--- src/rtl/tile_matmul_sequencer.sv ---
// rtl/tile_matmul_sequencer.sv - tiled matmul step sequencer; optional TILE_SEQ_PREFETCH_EN overlaps next weight fill with compute
module tile_matmul_sequencer #(
   parameter int WIDTH_HEIGHT = 16,
   parameter int MAX_MAT_WH   = 128,
   parameter int ADDR_WIDTH   = 10,
   parameter int TILE_W       = $clog2(MAX_MAT_WH / WIDTH_HEIGHT)
) (
   input  logic                  clk,
   input  logic                  reset,
   input  logic                  start,
   input  logic                  abort,
   input  logic [TILE_W-1:0]     tiles_m,
   input  logic [TILE_W-1:0]     tiles_k,
   input  logic [TILE_W-1:0]     tiles_n,
   output logic                  busy,
   output logic                  done,
   output logic                  fill_fifo,
   input  logic                  mem_to_fifo_done,
   output logic                  drain_fifo,
   input  logic                  fifo_to_arr_done,
   output logic                  mmu_active,
   input  logic                  output_done,
   output logic [ADDR_WIDTH-1:0] weight_rd_addr_base,
   output logic [ADDR_WIDTH-1:0] input_rd_addr_base,
   output logic [TILE_W-1:0]     submat_m,
   output logic [TILE_W-1:0]     submat_n,
   output logic                  accum_first
);

   typedef enum logic [3:0] {
      S_IDLE,
      S_FILL,
      S_WAIT_FILL,
      S_DRAIN,
      S_WAIT_DRAIN,
      S_COMPUTE,
      S_WAIT_COMP,
      S_ADVANCE,
      S_DONE
   } state_t;

   state_t state, state_nxt;

   logic [TILE_W-1:0] cnt_m, cnt_k, cnt_n;
   logic [TILE_W-1:0] m, n, k;
   logic [TILE_W-1:0] m_step, n_step, k_step;
   logic [TILE_W-1:0] w_k, w_n;
   logic              last_step;
   logic              comp_ok;
   logic              prefetch_pulse;
   logic              abort_hit;

   assign last_step = (m == cnt_m) && (n == cnt_n) && (k == cnt_k);
   assign abort_hit = abort && (state != S_IDLE);

   // next tile coordinates in m-outer, n-middle, k-inner loop order
   always_comb begin
      k_step = k + 1'b1;
      n_step = n;
      m_step = m;
      if (k == cnt_k) begin
         k_step = '0;
         n_step = n + 1'b1;
         if (n == cnt_n) begin
            n_step = '0;
            m_step = m + 1'b1;
         end
      end
   end

`ifdef TILE_SEQ_PREFETCH_EN
   logic out_seen, fill_seen;

   assign prefetch_pulse = (state == S_COMPUTE) && !last_step;
   assign comp_ok = (out_seen || output_done) && (fill_seen || mem_to_fifo_done);

   // collect compute and prefetch-fill completions in either order; last step has no prefetch
   always_ff @(posedge clk or negedge reset) begin
      if (!reset) begin
         out_seen  <= 1'b0;
         fill_seen <= 1'b0;
      end else if (state == S_COMPUTE) begin
         out_seen  <= 1'b0;
         fill_seen <= last_step;
      end else if (state == S_WAIT_COMP) begin
         out_seen  <= out_seen || output_done;
         fill_seen <= fill_seen || mem_to_fifo_done;
      end
   end
`else
   assign prefetch_pulse = 1'b0;
   assign comp_ok = output_done;
`endif

   // state register
   always_ff @(posedge clk or negedge reset) begin
      if (!reset) state <= S_IDLE;
      else        state <= state_nxt;
   end

   // next-state logic; abort overrides every completion input
   always_comb begin
      state_nxt = state;
      unique case (state)
         S_IDLE:       if (start) state_nxt = S_FILL;
         S_FILL:       state_nxt = S_WAIT_FILL;
         S_WAIT_FILL:  if (mem_to_fifo_done) state_nxt = S_DRAIN;
         S_DRAIN:      state_nxt = S_WAIT_DRAIN;
         S_WAIT_DRAIN: if (fifo_to_arr_done) state_nxt = S_COMPUTE;
         S_COMPUTE:    state_nxt = S_WAIT_COMP;
         S_WAIT_COMP:  if (comp_ok) state_nxt = S_ADVANCE;
`ifdef TILE_SEQ_PREFETCH_EN
         S_ADVANCE:    state_nxt = last_step ? S_DONE : S_DRAIN;
`else
         S_ADVANCE:    state_nxt = last_step ? S_DONE : S_FILL;
`endif
         S_DONE:       state_nxt = S_IDLE;
         default:      state_nxt = S_IDLE;
      endcase
      if (abort_hit) state_nxt = S_IDLE;
   end

   // latched tile counts and m/n/k step counters
   always_ff @(posedge clk or negedge reset) begin
      if (!reset) begin
         cnt_m <= '0;
         cnt_k <= '0;
         cnt_n <= '0;
         m     <= '0;
         n     <= '0;
         k     <= '0;
      end else if (abort_hit) begin
         m <= '0;
         n <= '0;
         k <= '0;
      end else begin
         case (state)
            S_IDLE: begin
               if (start) begin
                  cnt_m <= tiles_m;
                  cnt_k <= tiles_k;
                  cnt_n <= tiles_n;
                  m     <= '0;
                  n     <= '0;
                  k     <= '0;
               end
            end
            S_ADVANCE: begin
               if (last_step) begin
                  m <= '0;
                  n <= '0;
                  k <= '0;
               end else begin
                  m <= m_step;
                  n <= n_step;
                  k <= k_step;
               end
            end
            default: ;
         endcase
      end
   end

   assign busy       = (state != S_IDLE) && (state != S_DONE);
   assign done       = (state == S_DONE);
   assign fill_fifo  = (state == S_FILL) || prefetch_pulse;
   assign drain_fifo = (state == S_DRAIN);
   assign mmu_active = (state == S_COMPUTE);

   assign submat_m    = m;
   assign submat_n    = n;
   assign accum_first = busy && (k == '0);

   // during a prefetch pulse the weight base already points at the next step
   assign w_k = prefetch_pulse ? k_step : k;
   assign w_n = prefetch_pulse ? n_step : n;

   assign weight_rd_addr_base =
      ADDR_WIDTH'((32'(w_k) * (32'(cnt_n) + 32'd1) + 32'(w_n)) * WIDTH_HEIGHT);
   assign input_rd_addr_base =
      ADDR_WIDTH'((32'(m) * (32'(cnt_k) + 32'd1) + 32'(k)) * WIDTH_HEIGHT);

endmodule

--- config.mk ---
export PLATFORM = sky130hd
export DESIGN_NAME = tile_matmul_sequencer
export DESIGN_NICKNAME = d
export VERILOG_FILES = /design/src/rtl/tile_matmul_sequencer.sv
export SDC_FILE = /design/constraint.sdc
export NUM_CORES = 1
export LEC_CHECK = 0
export CORE_ASPECT_RATIO = 0.75
export CORE_MARGIN = 4
export CORE_UTILIZATION = 51
export DETAILED_ROUTE_END_ITERATION = 8
export GPL_TIMING_DRIVEN = 1
export PLACE_DENSITY = 0.81
export SETUP_SLACK_MARGIN = 0.02
export SYNTH_ARGS = -nofsm -noshare
export SYNTH_HDL_FRONTEND = slang
export SYNTH_SLANG_ARGS = --single-unit
--- constraint.sdc ---
create_clock -name clk -period 4.3 [get_ports clk]
set_clock_uncertainty 0.05 [all_clocks]
set_input_delay 0.86 -clock clk [delete_from_list [all_inputs] [get_ports clk]]
set_output_delay 0.86 -clock clk [all_outputs]
set_load 0.01 [all_outputs]
==> metrics <==
status completed; peak supply drop between 0.3 and 0.4 mV; crit path max fanout 2; initial antenna violation count 0; DR vias between 1,500 and 2,000; Reg clk slew, reported paths about 0.080 ns; Slew headroom 33.00%; Core Region about 3800 sq um; Hold Vio Cnt, Final 0; Pre-antenna DRT Iters 4; total CTS buffers 3; GRT Total Usage 18.00%; clk buf depth 2; mean number of vias per cell 5.240; num rows 19; io pins 48; post-synthesis average cell area 10.08 sq um; ant diodes 0; Initial Utilization 54.84%; Critical Path Start Type flop; Arr. time, crit path between 3 and 4 ns; max capacitance violation total 0; unrepaired setup endpoints after global routing false; CP Capture Type output pin; asr flop ratio synth 100.0%; # fillers 327; flops & latches, synth 22; GR Overflow Total 0; number of synthesized flops with an enable pin 0; Die X 81.85 um; post-route ant nets 0; Pwr Total around 0.99 mW; min Tclk post-route 4.152 ns; number of library cell types mapped by synthesis 42; synthesized cell area roughly 2100 sq um; crit path kind reg2out; die area 5188 sq um; Lkg Pwr 1.384 nW; worst hold path type reg2reg; largest net degree at the start of global routing 23; fmax 240.9 MHz; Initial DRC Count 74; first-pass GRT wire length between 7 and 8 mm; Chip Height 63.39 um; wire per inst about 14 um; Most used DFF post-synth dfrtp_1; fin crit share between 90% and 100%; worst slew pin tran 1.002 ns; vias in the first global route between 1,500 and 2,000; clk root buf clkbuf_8; Core Util, Final 68.95%; Critical Path RT 3.39 ns; Post-Layout Cell Count 308; H-Tree Depth 1; clock net sink count 22; HPWL Detailed ~3.4 mm; TNS Setup 0 ns; Syn Inst Count 207; Seq/Total Area, Yosys 26.39%; P&R area growth vs syn 25.74%; share of post-route cells with drive strength above 1 15.63%; hold buffers post-CTS 0; GP Congestion 0.8164; I/O Buffers 39; total wire length ~4.3 mm; Final Slew Violations 0; placed insts approximately 300; Pwr Density 377.5 nW/um^2; Worst-Skew Late Latency 0.26 ns; Warnings, synthesis 0; DRC 0; Setup Viol. Count Final 0; nets 307; CTS tree done
worst paths after layout:
check	start	endpoint	slack, ns	cells past startpoint
setup / recovery	cnt_k[0]	input_rd_addr_base[6]	0.15	8
hold / removal	cnt_m[1]	cnt_m[1]	0.48	1
setup reg to reg	cnt_n[0]	submat_m[2]	1.99	6
hold reg to reg	cnt_m[1]	cnt_m[1]	0.48	1
max in group asynchronous	reset	submat_m[1]	2.50	1
min in group asynchronous	reset	submat_n[0]	1.09	1
synthesized netlist by cell type, drive strengths merged (2+ instances only):
library cell / count / area (sq um)
xor2: 16 / 140.1
o31ai: 3 / 22.52
o21ai: 7 / 42.54
inv: 8 / 30.03
nand2: 12 / 52.55
and3: 3 / 23.77
o211ai: 3 / 22.52
buf: 13 / 103.9
nor3: 9 / 45.04
mux2: 10 / 112.6
a21oi: 5 / 25.02
ha: 26 / 325.3
nor4: 2 / 27.53
and2: 14 / 88.84
dfrtp: 22 / 550.5
a21o: 7 / 52.55
xnor2: 7 / 61.31
fa: 8 / 160.2
nor2: 10 / 37.54
nand2b: 5 / 31.28
nor2b: 2 / 12.51
nor4b: 2 / 17.52
metal layers:
| metal | track usage, % | wire (um) |
|---|---|---|
| met5 | 0 | 0 |
| met4 | 3.527 | 16 |
| met3 | 4.701 | 244 |
| met2 | 27.32 | 2036 |
| met1 | 25.78 | 1965 |
metrics by stage:
step | area, sq um | hold WS (ns) | worst slack, ns
3_5_place_dp | 2557 | 0.4685 | -0.02171
4_1_cts | 2610 | 0.4865 | 0.02010
6_report | 2623 | 0.4818 | 0.1481
3_3_place_gp | 2557 | 0.4593 | 0.05788
2_1_floorplan | 2112 | 0.4497 | 0.5098
5_1_grt | 2623 | 0.5161 | 0.01427
power by group:
part           internal [mW]  total (mW)  switching (mW)  leakage [nW]
sequential             0.263       0.337          0.0740         0.285
clock                 0.0817       0.150          0.0681        0.0288
combinational          0.268       0.503           0.235          1.07
total                  0.613       0.990           0.377          1.38
flip-flops by register name, summed over array words and instances (netlist names):
register / count
state: 4
k: 3
cnt_k: 3
submat_m: 3
cnt_m: 3
cnt_n: 3
submat_n: 3
cell families after synthesis:
kind of cell	synth area share, %
AOI/OAI and AO/OA	8.758
xor gates and xnor gates	9.658
adders and majority gates	23.28
buffers and inverters	6.599
DFF	26.39
muxes	5.879
other	0.1798
and+or+nand+nor	19.26
layout by cell type, fill, tap and decap left out, types with 2 or more instances in the layout:
cell type / n
fa_1: 7
nor2b_1: 2
and3_1: 2
clkbuf_8: 4
nor2_1: 10
dfrtp_1: 22
and2_1: 13
conb_1: 8
mux2_2: 10
o211ai_1: 3
nand2_1: 11
buf_4: 13
clkdlybuf4s50_1: 33
a21oi_1: 4
inv_1: 8
ha_1: 25
o21ai_2: 2
nor4b_1: 2
nand2b_1: 5
dlygate4sd2_1: 2
xor2_1: 15
clkdlybuf4s15_1: 2
o31ai_1: 3
a21o_1: 7
o21ai_0: 5
nor3_1: 9
xnor2_1: 7
layout make-up:
class	count	area, sq um	share of cell area [%]
Multi-Input combinational cell	170	1440	54.91
Sequential cell	22	550.5	20.99
Timing Repair Buffer	52	481.7	18.37
Tap cell	52	65.06	2.481
Clock buffer	4	55.05	2.099
Inverter	8	30.03	1.145
worst max-delay path, stage by stage (launching register included):
cell and delay [ns]:
dfrtp_1 0.38, ha_1 0.21, xor2_1 0.19, nand2_1 0.10, fa_1 0.48, inv_1 0.05, fa_1 0.49, fa_1 0.55
clkdlybuf4s50_1 0.53
repair_timing:
item                                    4_1_cts  5_1_grt
endpoints found under the setup margin        6        6
pin swaps                                     1        3
resized for setup                            10        7
setup buffers                                 0        0
(Power assumes the default switching activity.)
